File: config.mk
export PLATFORM = sky130hd
export DESIGN_NAME = led_toggle_counter_flat
export DESIGN_NICKNAME = d
export VERILOG_FILES = /design/src/rtl/led_toggle_counter_pkg.sv /design/src/rtl/led_toggle_counter_if.sv /design/src/rtl/led_toggle_counter_mod_counter.sv /design/src/rtl/led_toggle_counter.sv /design/src/flat_wrapper.sv
export SDC_FILE = /design/constraint.sdc
export NUM_CORES = 1
export LEC_CHECK = 0
export CAP_MARGIN = 20
export CORE_ASPECT_RATIO = 0.75
export CORE_MARGIN = 3
export CORE_UTILIZATION = 45
export DETAILED_ROUTE_END_ITERATION = 10
export DONT_BUFFER_PORTS = 1
export PLACE_DENSITY_LB_ADDON = 0.05
export SLEW_MARGIN = 20
export SYNTH_ARGS = -nofsm -noshare
export SYNTH_HDL_FRONTEND = slang
export SYNTH_HIERARCHICAL = 1
export SYNTH_SLANG_ARGS = --single-unit
File: constraint.sdc
create_clock -name sys_clk -period 3 [get_ports sys_clk]
set_input_delay 0.6 -clock sys_clk [delete_from_list [all_inputs] [get_ports sys_clk]]
set_output_delay 0.6 -clock sys_clk [all_outputs]
set_load 0.02 [all_outputs]
File: src/rtl/led_toggle_counter_pkg.sv
// Shared types and constants for the LED blink counter.
`timescale 1ns/1ps
package led_toggle_counter_pkg;

    localparam int unsigned CNT_W = 25;

    typedef logic [CNT_W-1:0] cnt_t;

    // 50 MHz / 25_000_000 per half period gives a 1 Hz blink
    localparam cnt_t CNT_MAX_DEFAULT = 25'd24_999_999;

endpackage

File: src/rtl/led_toggle_counter_if.sv
// Output bundle of the LED blink counter; cnt_flag exists only when
// LED_TOGGLE_COUNTER_FLAG_EN is defined.
`timescale 1ns/1ps
interface led_toggle_counter_if;

    logic led_out;

`ifdef LED_TOGGLE_COUNTER_FLAG_EN
    logic cnt_flag;

    modport master (output led_out, output cnt_flag);
    modport slave  (input  led_out, input  cnt_flag);
`else
    modport master (output led_out);
    modport slave  (input  led_out);
`endif

endinterface

File: src/rtl/led_toggle_counter_mod_counter.sv
// Free-running 0..cnt_max counter with a registered flag that is high
// exactly while cnt == cnt_max.
`timescale 1ns/1ps
module mod_counter
    import led_toggle_counter_pkg::*;
#(
    parameter cnt_t cnt_max = CNT_MAX_DEFAULT
) (
    input  logic clk,
    input  logic rst_n,
    output cnt_t cnt,
    output logic flag
);

    // A zero terminal count would leave the flag stuck low
    if (cnt_max == cnt_t'(0)) begin : g_bad_cnt_max
        $error("mod_counter: cnt_max must be in 1..2^25-1");
    end

    // Flag is loaded one count early so it lines up with the terminal count
    always_ff @(posedge clk or negedge rst_n) begin
        if (!rst_n) begin
            cnt  <= '0;
            flag <= 1'b0;
        end else begin
            cnt  <= (cnt == cnt_max) ? '0 : cnt + cnt_t'(1);
            flag <= (cnt == cnt_max - cnt_t'(1));
        end
    end

endmodule

File: src/rtl/led_toggle_counter.sv
// LED square-wave generator: toggles led_out once per cnt_max+1 clocks.
// Define LED_TOGGLE_COUNTER_FLAG_EN to expose the terminal-count pulse as cnt_flag.
`timescale 1ns/1ps
module led_toggle_counter
    import led_toggle_counter_pkg::*;
#(
    parameter cnt_t cnt_max = CNT_MAX_DEFAULT
) (
    input  logic                  sys_clk,
    input  logic                  sys_rst,
    led_toggle_counter_if.master  led_if
);

    cnt_t cnt;
    logic flag;
    logic led_q;
    logic unused_cnt;

    mod_counter #(
        .cnt_max (cnt_max)
    ) u_mod_counter (
        .clk   (sys_clk),
        .rst_n (sys_rst),
        .cnt   (cnt),
        .flag  (flag)
    );

    // The count itself is only observed for debug; flag carries the timing
    assign unused_cnt = ^cnt;

    always_ff @(posedge sys_clk or negedge sys_rst) begin
        if (!sys_rst) begin
            led_q <= 1'b0;
        end else if (flag) begin
            led_q <= ~led_q;
        end
    end

    assign led_if.led_out = led_q;

`ifdef LED_TOGGLE_COUNTER_FLAG_EN
    assign led_if.cnt_flag = flag;
`endif

endmodule

File: src/flat_wrapper.sv
// flat-port wrapper written by rule: the top's interface ports become plain ports
module led_toggle_counter_flat import led_toggle_counter_pkg::*;
#(
    parameter cnt_t cnt_max = CNT_MAX_DEFAULT
)
  (sys_clk, sys_rst, led_if_led_out);
  led_toggle_counter_if led_if_i ();
  input  logic sys_clk;
  input  logic sys_rst;
  output wire logic [$bits(led_if_i.led_out)-1:0] led_if_led_out;
  assign led_if_led_out = led_if_i.led_out;
  led_toggle_counter #(.cnt_max(cnt_max)) u_core (.sys_clk(sys_clk), .sys_rst(sys_rst), .led_if(led_if_i));
endmodule
# Word-level counts from Yosys, hierarchy flattened
# Cells that the tools add are included.
[word_totals]
regBits = 27
inputBits = 2
output_inout_bits = 1
elab_cells = 8
[op_classes]
n_addsub = 1
n_eq_ne = 2
n_mux = 1
bitwise = 1
[ops]
columns = ["op", "n"]
rows = [
  ["== test 25 bit, second input constant", 2],
  ["adder 25 x 1 -> 25 bit, second input constant", 1],
  ["2-to-1 mux 25 bit", 1],
  ["inverter 1 bit", 1],
]

# Logic depth before layout (Yosys ltp)
[logic_depth]
depth_word = 2
depth_mapped = 6
mapped_depth_nobuf = 5

# Hierarchy
# Netlist, hierarchy kept.
[by_module_without_submodules]
columns = ["module", "n_inst", "cells_per_inst", "area_per_inst_um2"]
rows = [
  ["mod_counter", 1, 127, 1300.0],
  ["led_toggle_counter", 1, 2, 33.8],
]

# Least setup slack after synthesis
# OpenSTA, ideal clock, no wires.
[synth_timing]
path_kind = "register -> register"
start = "register u_core.u_mod_counter.cnt[0]"
end = "register u_core.u_mod_counter.cnt[22]"
setup_ps = 73
arrival_time_ps = 1954
t_required_ps = 2927
setup_slack_ps = 973
stages_incl_launch_ff = 7
path_buffers = 1
period_less_slack_ps = 2027
path_cell_list = "dfrtp_1 > ha_1 > nand4_1 > or4_4 > buf_6 > or4_4 > a21oi_2"
[synth_between]
elab_chain_len = 2
elab_cells_between_ends = 3
[synth_lines]
columns = ["item", "line", "source"]
rows = [
  ["start: declaration", "led_toggle_counter_mod_counter.sv:11", "output cnt_t cnt,"],
  ["start signal: assignment", "led_toggle_counter_mod_counter.sv:26", "cnt <= (cnt == cnt_max) ? '0 : cnt + cnt_t'(1);"],
  ["adder 25 x 1 -> 25 bit or == test 25 bit (tied branches)", "led_toggle_counter_mod_counter.sv:26", ""],
  ["2-to-1 mux 25 bit (*)", "led_toggle_counter_mod_counter.sv:26", ""],
]
# Mark *: on every way between the ends. The rest lies on a longest branch, timed or not.
# A chain may end at the register's enable or synchronous reset.

# Worst setup path in the final report
[layout_timing]
start = "register u_core.u_mod_counter.cnt[0]"
end = "register u_core.u_mod_counter.cnt[24]"
# Same word-level chain as after synthesis.

==> metrics.txt <==
RSZ-0062 raised after global routing=no; cells taking the most area after synthesis=dfrtp_1, xor2_1, xnor2_1; Final Max Slew Viols=0; DRT Pass-1 Iters=4; Yosys top cell area share=0.5066; Die Area=3660 sq um; initial DRC count=91; relative slew slack=0.4303; Synth Register Bits=27; sequential fraction of the synthesis area=0.5066; CP peak stage delay=0.56 ns; Yosys top cell by area=dfrtp_1; Worst-Skew Late Latency=0.28 ns; Root Driver=clkbuf_8; endpoints failing setup=0; max_cap viols=0; CTS max path bufs=2; dpl hpwl=1.852 mm; Remaining Overflow, GRT=0; area delta synth->final=7.880%; # IOs=3; CTS Buf Count=3; Final #Nets=139; final WL=2.561 mm; Routed wire per std cell=15.06 um; Post-Syn Instances=129; Worst IR Drop VDD=0.0002290 V; commonest non-fill, non-tap cell in the layout=dfrtp_1; post-cts resize count=0; CP Buf/Inv Count=0; CORE AREA=2723 sq um; first-pass GRT wire length=4.347 mm; most frequent cells in the layout=dfrtp_1, nor2_1, xor2_1, nand3_1, xnor2_1; clk slew on worst S/H paths=0.10 ns; Worst Clk Skew=0.008584 ns; vias in the first global route=880; placed inst area=1370 sq um; Yosys cell types=32; Post-synth EDFFs=0; Vias/cell=5.641; initial antenna violation count=0; total track usage=0.1653; largest family of logic cells by synthesized area=simple AND/OR/NAND/NOR gates; final number of hold-violating endpoints=0; Sink Count=27; crit end category=register; H-Tree Depth=1; fillers=252; Top FF cell, synth=dfrtp_1; crit-path cells=ha_1 -> nand4_1 -> or4_4 -> or4_1 -> a21oi_1; Compound-Gate Fraction of Synth Area=0.06379; Arrival @ worst endpoint=2.40 ns; Critical Path Source Type=register; Fmax achieved=455.5 MHz; Worst Hold Class=reg -> reg; Die Ht=53.15 um; largest net degree at the start of global routing=17; Post-route DRC=0; CP required=3.21 ns; initial core utilization=0.4899; asr flop ratio synth=1.000; postcts setup bufs=0; XOR/XNOR share of the synthesized area=0.1116; routed vias=959; CTS tree=yes; Total Neg Setup Slack=0 ns; die width=68.87 um; Pleak=0.6167 nW; Design Area, Final=1439 sq um; CP Class=reg -> reg; Adder-Cell Fraction of Synth Area=0.01876; worst slew pin tran=0.8467 ns; # port buffers=0; Synth Cell Area=1334 sq um; Post-Syn Area per Cell=10.34 sq um; Final period util=0.7319; Crit-path slowest cell=or4_4; fin crit period=2.196 ns; Top delay family on crit path=simple AND/OR/NAND/NOR gates; layout cells sized above 1=0.1269; Power, Total=0.0005803 W; Routability Congestion=0.8151; run status=completed; Min Hold Slack=0.4348 ns; Inserted Diodes=0; site row count=16; PD cells=403.3 nW/um^2; Routed Antenna Nets=0; Core Util, Final=0.5285; Max FO, Critical Path=11; Ys Warns=6; Post-Synth Simple-Gate Area=0.2702; multiplexer share of the synthesized area=0; CTS Hold Bufs=1; synthesized net count=133
-- kinds of logic after synthesis --
group                    count (synthesis)
AO/OA/AOI/OAI                           14
XOR/XNOR                                17
adder cells (fa/ha/maj)                  2
buffers and inverters                    8
flip-flops                              27
AND/OR/NAND/NOR                         61
-- per-stage QoR --
| stage | instances | setup WS [ns] |
|---|---|---|
| final | 170 | 0.8044 |
| after global routing | 170 | 0.7041 |
| after CTS | 169 | 0.8243 |
| after detailed placement | 164 | 0.8359 |
| after global placement | 164 | 0.8500 |
| after floorplan | 129 | 0.9727 |
-- final cells by class --
| type | instances | area [sq um] | share of cell area |
|---|---|---|---|
| clock buffers | 3 | 41.29 | 0.02870 |
| multi-input cells | 94 | 619.3 | 0.4304 |
| flip-flops and latches | 27 | 675.6 | 0.4696 |
| repair buffers | 3 | 27.53 | 0.01913 |
| inverters | 6 | 22.52 | 0.01565 |
| well taps | 36 | 45.04 | 0.03130 |
| clock inverters | 1 | 7.507 | 0.005217 |
-- power breakdown --
group | switching (W) | internal (W)
registers | 0 | 0.000364
logic | 0.00000677 | 0.00000177
clock network | 0.000114 | 0.0000943
total | 0.000121 | 0.000460
-- sequential cells by signal (all words and copies together), names as in the netlist --
register,cells
u_core/u_mod_counter/flag,1
u_core/led_if.led_out,1
u_core/u_mod_counter/cnt,25
-- cell usage after synthesis (2+ instances only) --
| master | instances |
|---|---|
| nor2_1 | 12 |
| or3_2 | 3 |
| nand4_1 | 6 |
| nor4b_1 | 2 |
| nand2_1 | 7 |
| dfrtp_1 | 27 |
| or4_1 | 3 |
| a21oi_1 | 6 |
| nand3b_1 | 2 |
| ha_1 | 2 |
| nand3_1 | 9 |
| o31ai_1 | 3 |
| or4_4 | 2 |
| xor2_1 | 9 |
| o21ai_0 | 3 |
| nor4_1 | 3 |
| nor3_1 | 3 |
| xnor2_1 | 8 |
| inv_1 | 6 |
-- routing by layer --
layer  wire length [um]  vias up  track usage
li1                   -      473            -
met2               1108       13       0.2231
met3                 88        2      0.05096
met5                  0        -            0
met4                  7        0      0.03883
met1               1357      471       0.2527
-- path summary, 6_finish.rpt --
path	from	endpoint	slack (ns)	depth (start not counted)
min in group asynchronous	sys_rst	u_core/u_mod_counter/cnt[5]$_DFF_PN0_	0.74	1
worst max-delay path	u_core/u_mod_counter/cnt[0]$_DFF_PN0_	u_core/u_mod_counter/cnt[24]$_DFF_PN0_	0.80	5
worst min register to register	u_core/u_mod_counter/flag$_DFF_PN0_	u_core/led_if.led_out$_DFFE_PN0P_	0.43	1
worst max register to register	u_core/u_mod_counter/cnt[0]$_DFF_PN0_	u_core/u_mod_counter/cnt[24]$_DFF_PN0_	0.80	5
max in group asynchronous	sys_rst	u_core/u_mod_counter/cnt[8]$_DFF_PN0_	1.76	1
worst min-delay path	u_core/u_mod_counter/flag$_DFF_PN0_	u_core/led_if.led_out$_DFFE_PN0P_	0.43	1
Note: power is estimated with default switching activity, not from simulation.
